File: src/rtl/wb_port_arbiter_if.sv
// rtl/wb_port_arbiter_if.sv - write-back port bundle: requesters, reservation, hazard query, RF write
interface wb_port_arbiter_if #(
    parameter int DATA_WIDTH = 32,
    parameter int ADDR_WIDTH = 5
);
    logic                  req0_valid;
    logic [ADDR_WIDTH-1:0] req0_rd;
    logic [DATA_WIDTH-1:0] req0_data;
    logic                  req0_ready;

    logic                  req1_valid;
    logic [ADDR_WIDTH-1:0] req1_rd;
    logic [DATA_WIDTH-1:0] req1_data;
    logic                  req1_ready;

    logic                  reserve_valid;
    logic [ADDR_WIDTH-1:0] reserve_rd;

    logic [ADDR_WIDTH-1:0] rs1;
    logic [ADDR_WIDTH-1:0] rs2;
    logic                  rs1_busy;
    logic                  rs2_busy;

    logic                  rf_we;
    logic [ADDR_WIDTH-1:0] rf_rd;
    logic [DATA_WIDTH-1:0] rf_din;

    modport master (
        output req0_valid, req0_rd, req0_data,
        input  req0_ready,
        output req1_valid, req1_rd, req1_data,
        input  req1_ready,
        output reserve_valid, reserve_rd,
        output rs1, rs2,
        input  rs1_busy, rs2_busy,
        input  rf_we, rf_rd, rf_din
    );

    modport slave (
        input  req0_valid, req0_rd, req0_data,
        output req0_ready,
        input  req1_valid, req1_rd, req1_data,
        output req1_ready,
        input  reserve_valid, reserve_rd,
        input  rs1, rs2,
        output rs1_busy, rs2_busy,
        output rf_we, rf_rd, rf_din
    );
endinterface

File: src/rtl/wb_port_arbiter.sv
// rtl/wb_port_arbiter.sv - round-robin write-back arbiter with registered RF write stage and pending scoreboard
module wb_port_arbiter #(
    parameter int DATA_WIDTH = 32,
    parameter int ADDR_WIDTH = 5
) (
    input  logic              clk,
    input  logic              reset,
    wb_port_arbiter_if.slave  bus
);
    localparam int NREGS = 2 ** ADDR_WIDTH;

    logic                  last_grant;
    logic [NREGS-1:1]      pending;
    logic [NREGS-1:1]      pending_next;
    logic                  rf_we_q;
    logic [ADDR_WIDTH-1:0] rf_rd_q;
    logic [DATA_WIDTH-1:0] rf_din_q;

    logic                  grant0;
    logic                  grant1;
    logic                  accept;
    logic [ADDR_WIDTH-1:0] sel_rd;
    logic [DATA_WIDTH-1:0] sel_data;
    logic [NREGS-1:0]      pending_ext;

    // On contention the requester that did not win last time gets the port.
    always_comb begin
        grant0 = reset && bus.req0_valid && (!bus.req1_valid || last_grant);
        grant1 = reset && bus.req1_valid && (!bus.req0_valid || !last_grant);
        accept = grant0 || grant1;
        sel_rd   = grant1 ? bus.req1_rd   : bus.req0_rd;
        sel_data = grant1 ? bus.req1_data : bus.req0_data;
    end

    assign bus.req0_ready = grant0;
    assign bus.req1_ready = grant1;

    // A reservation landing on the same edge as the clear belongs to a newer producer, so set wins.
    always_comb begin
        pending_next = pending;
        for (int i = 1; i < NREGS; i++) begin
            if (rf_we_q && (rf_rd_q == ADDR_WIDTH'(i))) begin
                pending_next[i] = 1'b0;
            end
            if (bus.reserve_valid && (bus.reserve_rd == ADDR_WIDTH'(i))) begin
                pending_next[i] = 1'b1;
            end
        end
    end

    always_ff @(posedge clk) begin
        if (!reset) begin
            last_grant <= 1'b1;
            pending    <= '0;
            rf_we_q    <= 1'b0;
            rf_rd_q    <= '0;
            rf_din_q   <= '0;
        end else begin
            pending <= pending_next;
            if (accept) begin
                last_grant <= grant1;
                rf_rd_q    <= sel_rd;
                rf_din_q   <= sel_data;
                rf_we_q    <= (sel_rd != '0);
            end else begin
                rf_we_q    <= 1'b0;
            end
        end
    end

    assign bus.rf_we  = rf_we_q;
    assign bus.rf_rd  = rf_rd_q;
    assign bus.rf_din = rf_din_q;

    // Bit 0 stands in for the hardwired-zero register and is never busy.
    assign pending_ext  = {pending, 1'b0};
    assign bus.rs1_busy = pending_ext[bus.rs1];
    assign bus.rs2_busy = pending_ext[bus.rs2];
endmodule

File: src/flat_wrapper.sv
// flat-port wrapper written by rule: the top's interface ports become plain ports
module wb_port_arbiter_flat 
#(
    parameter int DATA_WIDTH = 32,
    parameter int ADDR_WIDTH = 5
)
  (clk, reset, bus_req0_valid, bus_req0_rd, bus_req0_data, bus_req0_ready, bus_req1_valid, bus_req1_rd, bus_req1_data, bus_req1_ready, bus_reserve_valid, bus_reserve_rd, bus_rs1, bus_rs2, bus_rs1_busy, bus_rs2_busy, bus_rf_we, bus_rf_rd, bus_rf_din);
  wb_port_arbiter_if #(.DATA_WIDTH(DATA_WIDTH), .ADDR_WIDTH(ADDR_WIDTH)) bus_i ();
  input  logic clk;
  input  logic reset;
  input wire logic [$bits(bus_i.req0_valid)-1:0] bus_req0_valid;
  input wire logic [$bits(bus_i.req0_rd)-1:0] bus_req0_rd;
  input wire logic [$bits(bus_i.req0_data)-1:0] bus_req0_data;
  output wire logic [$bits(bus_i.req0_ready)-1:0] bus_req0_ready;
  input wire logic [$bits(bus_i.req1_valid)-1:0] bus_req1_valid;
  input wire logic [$bits(bus_i.req1_rd)-1:0] bus_req1_rd;
  input wire logic [$bits(bus_i.req1_data)-1:0] bus_req1_data;
  output wire logic [$bits(bus_i.req1_ready)-1:0] bus_req1_ready;
  input wire logic [$bits(bus_i.reserve_valid)-1:0] bus_reserve_valid;
  input wire logic [$bits(bus_i.reserve_rd)-1:0] bus_reserve_rd;
  input wire logic [$bits(bus_i.rs1)-1:0] bus_rs1;
  input wire logic [$bits(bus_i.rs2)-1:0] bus_rs2;
  output wire logic [$bits(bus_i.rs1_busy)-1:0] bus_rs1_busy;
  output wire logic [$bits(bus_i.rs2_busy)-1:0] bus_rs2_busy;
  output wire logic [$bits(bus_i.rf_we)-1:0] bus_rf_we;
  output wire logic [$bits(bus_i.rf_rd)-1:0] bus_rf_rd;
  output wire logic [$bits(bus_i.rf_din)-1:0] bus_rf_din;
  assign bus_i.req0_valid = bus_req0_valid;
  assign bus_i.req0_rd = bus_req0_rd;
  assign bus_i.req0_data = bus_req0_data;
  assign bus_req0_ready = bus_i.req0_ready;
  assign bus_i.req1_valid = bus_req1_valid;
  assign bus_i.req1_rd = bus_req1_rd;
  assign bus_i.req1_data = bus_req1_data;
  assign bus_req1_ready = bus_i.req1_ready;
  assign bus_i.reserve_valid = bus_reserve_valid;
  assign bus_i.reserve_rd = bus_reserve_rd;
  assign bus_i.rs1 = bus_rs1;
  assign bus_i.rs2 = bus_rs2;
  assign bus_rs1_busy = bus_i.rs1_busy;
  assign bus_rs2_busy = bus_i.rs2_busy;
  assign bus_rf_we = bus_i.rf_we;
  assign bus_rf_rd = bus_i.rf_rd;
  assign bus_rf_din = bus_i.rf_din;
  wb_port_arbiter #(.DATA_WIDTH(DATA_WIDTH), .ADDR_WIDTH(ADDR_WIDTH)) u_core (.clk(clk), .reset(reset), .bus(bus_i));
endmodule
File: config.mk
export PLATFORM = sky130hd
export DESIGN_NAME = wb_port_arbiter_flat
export DESIGN_NICKNAME = d
export VERILOG_FILES = /design/src/rtl/wb_port_arbiter_if.sv /design/src/rtl/wb_port_arbiter.sv /design/src/flat_wrapper.sv
export SDC_FILE = /design/constraint.sdc
export NUM_CORES = 1
export LEC_CHECK = 0
export BUFFER_PORTS_ARGS = -buffer_cell sky130_fd_sc_hd__buf_2
export CAP_MARGIN = 20
export CORE_ASPECT_RATIO = 0.5
export CORE_MARGIN = 2
export CORE_UTILIZATION = 45
export CTS_BUF_LIST = sky130_fd_sc_hd__clkbuf_8 sky130_fd_sc_hd__clkbuf_16
export DETAILED_ROUTE_END_ITERATION = 7
export HOLD_SLACK_MARGIN = 0.08
export PLACE_DENSITY = 0.77
export SLEW_MARGIN = 10
export SYNTH_ARGS = -nofsm -noshare
export SYNTH_HDL_FRONTEND = slang
export SYNTH_SLANG_ARGS = --single-unit
File: constraint.sdc
create_clock -name clk -period 1.65 [get_ports clk]
set_clock_uncertainty 0.2 [all_clocks]
set_input_delay 0.33 -clock clk [delete_from_list [all_inputs] [get_ports clk]]
set_output_delay 0.33 -clock clk [all_outputs]
set_load 0.02 [all_outputs]
==> results.json, run 1 <==
{
  "status": "finished, violations left",
  "violations": "setup timing",
  "synth_edf_count": 0,
  "max_slew_margin_pct": 73.16,
  "grt_usage_pct": 23.19,
  "syn_area_per_cell_um2": 8.672,
  "worst_pin_slew_ns": 0.3995,
  "final_common_cell": "buf_2",
  "required_ns": 1.12,
  "wl_per_cell_um": 15.01,
  "cp_top_family": "multiplexers",
  "drv_cap": 0,
  "vias": 3735,
  "r2r_cells": 6,
  "synth_fp_nets": 516,
  "cts_sinks": 70,
  "cts_tree": "done",
  "grt_pass1_wl_um": 16410,
  "area_growth_pct": 41.74,
  "place_hpwl_um": 7416,
  "antenna-diode-count": 0,
  "end_kind": "output pin",
  "die_w_um": 131.5,
  "ant_nets": 0,
  "coreArea_mm2": 0.007943,
  "fill_cells": 675,
  "antenna_found_initial": 0,
  "globalplace.congestion": 0.9388,
  "critical_path_peak_fanout": 3,
  "async_reset_ff_share_pct": 0,
  "hold_ws_ns": 0.08435,
  "synth_ff_type": "dfxtp_1",
  "drc": 0,
  "mostFrequentLayoutCells": "buf_2, dfxtp_1, mux2i_1",
  "hold_viol": 0,
  "rsz0062_at_grt": "yes",
  "whs_path_depth": 3,
  "peakVddDrop_mv": 0.5915,
  "hold_start": "bus_req1_rd[2]",
  "cp_data_arrival_time_ns": 1.65,
  "synthCells": 422,
  "grt_overflow": 0,
  "ys_types": 36,
  "htree_levels": 3,
  "max_stage_delay_ns": 0.48,
  "cts_buffers": 9,
  "cp-start-kind": "register",
  "p_leak_nw": 2.397,
  "ys_seq_area_share_pct": 38.29,
  "die_h_um": 67.77,
  "cp_slowest_cell": "mux4_2",
  "hold-path-endpoint": "u_core.bus.rf_rd[2]",
  "netlist_area_mm2": 0.003660,
  "core.rowCount": 23,
  "pin_count": 136,
  "seq_area_mm2": 0.001411,
  "timing.fmax_ghz": 0.4596,
  "grt_pass1_vias": 3530,
  "place_area_mm2": 0.004566,
  "r2r_start": "u_core.last_grant",
  "fin_ws_ns": -0.5260,
  "first_pass_iters": 4,
  "ys_warn_count": 0,
  "fin_crit_sh_pct": 131.9,
  "maxSlewViolCount": 0,
  "powerDensity_mw_per_mm2": 962.8,
  "fin_nets": 678,
  "die_area_mm2": 0.008914,
  "cts-root-buf": "clkbuf_16",
  "clock_latency_ns": 0.33,
  "crit_buf_inv": 1,
  "period_minus_slack_ns": 2.176,
  "rr_endpoint": "u_core.bus.rf_rd[0]",
  "io_buffers": 135,
  "multi_input_area_mm2": 0.002115,
  "hp-class": "in -> reg",
  "clk_transition_reported_paths_ns": 0.06,
  "dr.first_iter.drc_count": 281,
  "via_per_inst": 5.328,
  "reg2reg_slack_ns": 0.05,
  "design_area_mm2": 0.005187,
  "path_cells": "mux4_2 -> o2111ai_2 -> nand4_1 -> buf_4",
  "ys_seq_elements": 70,
  "initial_core_util_pct": 46.08,
  "criticalPathCategory": "reg -> out",
  "drive_above_1_share_pct": 35.31,
  "grt_max_degree": 56,
  "clock_path_buffers": 2,
  "pre_cts_slack_ns": -0.4245,
  "setup_viol": 3,
  "routed_wirelength_um": 10520
}
flip-flops by register name (all words and copies together) (netlist names):
| register | flops |
|---|---|
| u_core.last_grant | 1 |
| u_core.bus.rf_din | 32 |
| u_core.bus.rf_we | 1 |
| u_core.pending | 31 |
| u_core.bus.rf_rd | 5 |
tightest hold or removal path, cell delays in order:
cell and delay, ns:
buf_2 0.10, nor2_1 0.09, a211oi_1 0.05
synthesized netlist by cell type, types with 5 or more instances:
cell type | instances | area share, %
mux4_2 | 6 | 3.7
dfxtp_1 | 70 | 38
buf_4 | 5 | 1.0
a21oi_1 | 37 | 5.1
buf_2 | 8 | 1.1
nor2_1 | 49 | 5.0
nand2b_1 | 11 | 1.9
a211oi_1 | 39 | 8.0
clkbuf_1 | 10 | 1.0
nand3_1 | 20 | 2.7
o21ai_0 | 29 | 4.0
nand2_1 | 32 | 3.3
nor2b_1 | 9 | 1.5
mux2i_1 | 55 | 15
repair_timing:
item | in CTS | in global routing
resized for setup | 9 | 14
setup endpoints to repair | 8 | 10
pin swaps | 2 | 5
hold buffers | 17 | 0
hold endpoints to repair | 17 | 0
setup buffers | 2 | 2
per-stage QoR:
stage / setup TNS (ns) / util, % / power, W / instances
floorplan: -0.4988 / - / 0.002361 / 422
global placement: -0.8193 / 57.48 / 0.002667 / 664
detailed placement: -1.617 / 57.48 / 0.002682 / 664
CTS: -1.109 / 64.70 / 0.005015 / 699
global route: -1.300 / 65.31 / 0.005194 / 701
finish: -1.064 / 65.31 / 0.004995 / 701
how the worst max path moves through the flow:
stage / startpoint / endpoint / slack (ns) / cells past startpoint
after CTS: u_core.pending[23] / bus_rs2_busy / -0.53 / 5
after global routing: u_core.pending[7] / bus_rs1_busy / -0.59 / 5
after detailed placement: bus_rs1[0] / bus_rs1_busy / -0.42 / 6
after floorplan: bus_rs1[0] / bus_rs1_busy / -0.25 / 5
final: u_core.pending[16] / bus_rs2_busy / -0.53 / 4
after global placement: bus_rs1[0] / bus_rs1_busy / -0.39 / 6
layout make-up:
type | count | area share (%)
tap | 112 | 2.701
clock buffer | 11 | 4.872
inverter | 5 | 0.4583
clock inverter | 5 | 2.026
multi-input combinational | 316 | 40.76
timing repair buffer | 182 | 21.97
sequential | 70 | 27.21
metal layers:
layer  vias to the layer above  track usage (%)  part of all wire (%)
met5                         -                0                     0
met4                         0            9.511                   1.5
met3                        20            6.231                   6.0
met2                       117            41.95                    49
met1                      1740            26.91                    43
li1                       1858                -                     -
cells by family after synthesis:
logic type	count (synthesis)	synth area share, %
AOI/OAI and AO/OA	116	19.18
buffers and inverters	36	5.641
DFF	70	38.29
muxes	61	18.74
and+or+nand+nor	139	18.15
report_power, final:
group,total [W],internal (W),switching [W]
Combinational,0.000870,0.000400,0.000469
Clock,0.00228,0.00156,0.000721
Sequential,0.00185,0.00178,0.0000618
No activity file was read; power rests on OpenSTA's default activity.
==> run 2: changes to the inputs <==
SKIP_LAST_GASP = 1   (was default)
==> run 2 against run 1 <==
  * The flow still finishes with violations (setup timing)
  * Non-clock buffer count stayed put
  * Highest routed layer unchanged
  * Clock power hardly changed
  * First-iteration DRC count is 1.4% higher
  * Combinational power is 0.5% lower
  * Sequential share of layout area is 0.059 points higher
==> results.json, run 2 (synthesized netlist as in run 1, its figures left out) <==
{
  "vias": 3742,
  "path_cells": "mux4_2 -> o2111ai_2 -> nand4_1 -> buf_4",
  "largest_register_ff_count": 32,
  "end_kind": "output pin",
  "antenna-diode-count": 0,
  "powerDensity_mw_per_mm2": 963.7,
  "ant_nets": 0,
  "worst_pin_slew_ns": 0.3996,
  "cp-start-kind": "register",
  "cp_top_family": "multiplexers",
  "cts_sinks": 70,
  "dr.first_iter.drc_count": 285,
  "setup_viol": 4,
  "initial_core_util_pct": 46.08,
  "rsz0062_at_grt": "yes",
  "r2r_cells": 6,
  "area_growth_pct": 41.44,
  "die_w_um": 131.5,
  "timing.fmax_ghz": 0.4601,
  "cp.depth": 4,
  "grt_pass1_vias": 3530,
  "critical_path_peak_fanout": 3,
  "maxSlewViolCount": 0,
  "via_per_inst": 5.338,
  "fill_cells": 677,
  "clock_path_buffers": 2,
  "cts_buffers": 9,
  "grt_max_degree": 56,
  "die_h_um": 67.77,
  "first_pass_iters": 4,
  "hp-class": "in -> reg",
  "grt_usage_pct": 23.19,
  "period_minus_slack_ns": 2.173,
  "final_common_cell": "buf_2",
  "r2r_start": "u_core.last_grant",
  "rr_endpoint": "u_core.bus.rf_rd[0]",
  "antenna_found_initial": 0,
  "cts-root-buf": "clkbuf_16",
  "drc": 0,
  "p_leak_nw": 2.395,
  "drive_above_1_share_pct": 34.97,
  "routed_wirelength_um": 10500,
  "status": "finished, violations left",
  "wl_per_cell_um": 14.98,
  "fin_tns_setup_ns": -1.090,
  "peakVddDrop_mv": 0.5929,
  "fin_nets": 678,
  "max_stage_delay_ns": 0.48,
  "fin_ws_ns": -0.5232,
  "clock_latency_ns": 0.33,
  "crit_path_start": "u_core.pending[16]",
  "io_buffers": 135,
  "violations": "setup timing",
  "core.rowCount": 23,
  "required_ns": 1.12,
  "hold_viol": 0,
  "mostFrequentLayoutCells": "buf_2, dfxtp_1, mux2i_1",
  "grt_pass1_wl_um": 16410,
  "reg2reg_slack_ns": 0.04,
  "grt_overflow": 0,
  "max_slew_margin_pct": 73.16,
  "place_hpwl_um": 7416,
  "drv_cap": 0,
  "die_area_mm2": 0.008914,
  "coreArea_mm2": 0.007943,
  "htree_levels": 3,
  "pre_cts_slack_ns": -0.4245,
  "cp_slowest_cell": "mux4_2",
  "globalplace.congestion": 0.9388,
  "endpoint": "bus_rs2_busy",
  "cts_tree": "done",
  "cp_data_arrival_time_ns": 1.64,
  "clk_transition_reported_paths_ns": 0.06,
  "crit_buf_inv": 1,
  "place_inst": 664,
  "final_cells": 701,
  "criticalPathCategory": "reg -> out",
  "fin_crit_sh_pct": 131.7,
  "pin_count": 136
}
[run 2: area by class of cell]
type,count,area (µm²),share of cell area (%)
clock buffers,11,252.7,4.883
clock inverters,5,105.1,2.030
inverters,5,23.77,0.4593
multi-input cells,316,2107,40.71
flip-flops and latches,70,1411,27.27
well taps,112,140.1,2.707
repair buffers,182,1136,21.95
[run 2: timing repair]
item / 4_1_cts / 5_1_grt
cloned: 0 / 0
endpoints found under the hold margin: 17 / 0
pin swaps: 2 / 5
resized for setup: 9 / 10
hold buffers: 17 / 0
buffers inserted: 2 / 2
setup endpoints to repair: 8 / 10
[run 2: through the flow]
| stage | total power (W) | hold WS, ns | area, µm² | util (%) |
|---|---|---|---|---|
| after CTS | 0.005015 | 0.08029 | 5139 | 64.70 |
| final | 0.004989 | 0.08496 | 5176 | 65.17 |
| after floorplan | 0.002361 | 0.2018 | 3695 | - |
| after global routing | 0.005189 | 0.09557 | 5176 | 65.17 |
| after global placement | 0.002667 | 0.2767 | 4566 | 57.48 |
| after detailed placement | 0.002682 | 0.2814 | 4566 | 57.48 |
[run 2: power breakdown]
part	switching (W)	leakage, nW	internal [W]
clock	0.000719	0.168	0.00156
combinational	0.000467	1.65	0.000398
sequential	0.0000620	0.575	0.00178
total	0.00125	2.40	0.00374
[run 2: worst min-delay path by stage]
stage	from	to	slack, ns	cells past startpoint
finish	bus_req1_rd[2]	u_core.bus.rf_rd[2]	0.08	3
global route	bus_req1_rd[4]	u_core.bus.rf_rd[4]	0.1	3
CTS	bus_req1_data[18]	u_core.bus.rf_din[18]	0.08	3
detailed placement	u_core.pending[25]	u_core.pending[25]	0.28	2
global placement	u_core.pending[8]	u_core.pending[8]	0.28	2
floorplan	reset	u_core.last_grant	0.20	1
[run 2: layer usage]
layer / global-route usage (%) / part of all wire [%] / up-vias
met5: 0 / 0 / -
met4: 9.511 / 1.6 / 0
met3: 6.231 / 6.2 / 22
met2: 41.95 / 49 / 129
met1: 26.91 / 43 / 1734
li1: - / - / 1857
[run 2: worst register-to-register path, cell delays in order, from the launching register on]
cell      delay (ns)
dfxtp_2         0.33
nand2b_4        0.13
nand3_4         0.08
buf_12          0.14
buf_4           0.20
mux2i_1         0.15
a211oi_1        0.27
==> run 3: changes to the inputs <==
CORE_UTILIZATION = 41   (was 45)
PLACE_DENSITY = 0.68   (was 0.77)
SLEW_MARGIN = 30   (was 10)
clock period = 2.08 ns   (was 1.65 ns; I/O delays follow)
==> run 3 against run 2 <==
  * The run still ends with setup timing left
  * Worst hold slack better by 0.026 ns
  * Die area up 9.3%
  * Worst setup slack better by 0.34 ns
  * Via count down 4.9%
  * Critical path depth up 1
  * Cell area down 6.4%
  * Sequential share of layout area up 1.7 points
  * Clock power down 24%
  * Register-to-register slack better by 0.34 ns
  * Final cell count down 3.6%
  * Sequential power down 21%
  * Largest power group unchanged
==> results.json, run 3 (synthesized netlist as in run 1, its figures left out) <==
{
  "hp-class": "in -> reg",
  "reg2reg_slack_ns": 0.38,
  "p_total_w": 0.003821,
  "max_stage_delay_ns": 0.46,
  "status": "finished, violations left",
  "ant_nets": 0,
  "grt_max_degree": 30,
  "cts-root-buf": "clkbuf_16",
  "hold_start": "reset",
  "cp_slowest_cell": "mux4_2",
  "hold_viol": 0,
  "timing.fmax_ghz": 0.4409,
  "die_h_um": 70.81,
  "mostFrequentLayoutCells": "buf_2, dfxtp_1, mux2i_1",
  "die_area_mm2": 0.009744,
  "rsz0062_at_grt": "yes",
  "fill_cells": 850,
  "hold_ws_ns": 0.1110,
  "powerDensity_mw_per_mm2": 788.3,
  "fin_tns_setup_ns": -0.3459,
  "wl_per_cell_um": 14.69,
  "period_minus_slack_ns": 2.268,
  "cp-start-kind": "register",
  "clk_transition_reported_paths_ns": 0.05,
  "initial_core_util_pct": 42.17,
  "drc": 0,
  "routed_wirelength_um": 9933,
  "fin_crit_sh_pct": 109.0,
  "fin_ws_ns": -0.1880,
  "path_cells": "mux4_2 -> nand2b_4 -> o211ai_1 -> nand4_1 -> buf_6",
  "die_w_um": 137.6,
  "clock_path_buffers": 2,
  "final_cells": 676,
  "final_common_cell": "buf_2",
  "crit_path_start": "u_core.pending[7]",
  "drv_cap": 0,
  "maxSlewViolCount": 0,
  "fin_nets": 649,
  "critical_path_peak_fanout": 3,
  "via_per_inst": 5.265,
  "antenna_found_initial": 0,
  "p_leak_nw": 2.260,
  "clock_latency_ns": 0.33,
  "place_hpwl_um": 7617,
  "max_slew_margin_pct": 69.88,
  "peakVddDrop_mv": 0.4541,
  "grt_usage_pct": 21.36,
  "place_inst": 661,
  "cp_data_arrival_time_ns": 1.65,
  "r2r_cells": 5,
  "place_area_mm2": 0.004487,
  "pin_count": 136,
  "end_kind": "output pin",
  "core.rowCount": 24,
  "grt_overflow": 0,
  "vias": 3559,
  "post-cts-setup-buffer-count": 0,
  "antenna-diode-count": 0,
  "first_pass_iters": 4,
  "cts_sinks": 70,
  "grt_pass1_vias": 3421,
  "grt_pass1_wl_um": 16340,
  "dr.first_iter.drc_count": 249,
  "globalplace.congestion": 0.8734,
  "largest_register_ff_count": 32,
  "criticalPathCategory": "reg -> out",
  "drive_above_1_share_pct": 32.92,
  "setup_viol": 2,
  "cts_buffers": 9,
  "r2r_start": "u_core.last_grant",
  "htree_levels": 3,
  "violations": "setup timing",
  "required_ns": 1.46,
  "coreArea_mm2": 0.008678,
  "whs_path_depth": 2,
  "cts_tree": "done",
  "design_area_mm2": 0.004847,
  "worst_pin_slew_ns": 0.4512,
  "io_buffers": 135,
  "area_growth_pct": 32.44
}
## run 3: cell count changes in the layout (fill, tap and decap cells not counted), moves of 2 or more
cell and change:
buf_2 +2, buf_4 -12, clkinvlp_4 -2, dfxtp_1 +6, dfxtp_2 -6, dlygate4sd3_1 -17
inv_1 +2, nand3_2 +2, nand3_4 -2
## run 3: metal layers
metal / share of wire (%) / track usage (%) / up-vias
met2: 47 / 35.05 / 105
met3: 5.1 / 5.663 / 19
met1: 46 / 27.11 / 1644
met4: 1.8 / 8.133 / 0
li1: - / - / 1791
met5: 0 / 0 / -
## run 3: critical path: cells and delay by family (launching register included)
family | cells | cell delay, ns
compound gates | 1 | 0.09
simple gates | 2 | 0.29
flops | 1 | 0.33
buf+inv | 1 | 0.15
mux | 1 | 0.46
## run 3: layout make-up
class	instances	area, µm²	area share (%)
Clock buffer	10	239.0	4.930
Multi-Input combinational cell	316	2086	43.03
Inverter	5	18.77	0.3872
Timing Repair Buffer	153	854.6	17.63
Clock inverter	5	98.84	2.039
Sequential cell	70	1404	28.96
Tap cell	117	146.4	3.020
## run 3: power by group
part           switching, W  internal (W)  leakage, nW
clock network      0.000548       0.00119        0.170
logic              0.000342      0.000270         1.52
registers         0.0000564       0.00141        0.574
## run 3: repair_timing
item	in CTS	in global routing
pin swaps	1	1
hold buffers	0	0
setup endpoints to repair	2	2
resized for setup	3	3
## run 3: worst paths after layout
path                                              end
worst min register to register     u_core.pending[24]
worst min-delay path                u_core.last_grant
worst max-delay path                     bus_rs1_busy
worst max register to register  u_core.bus.rf_din[29]
## run 3: per-stage QoR
stage               setup WS (ns)  utilization (%)
finish                    -0.1880            55.85
global route              -0.2557            55.85
CTS                       -0.2139            55.72
detailed placement        -0.1720            51.70
global placement          -0.1466            51.70
floorplan                0.007540                -
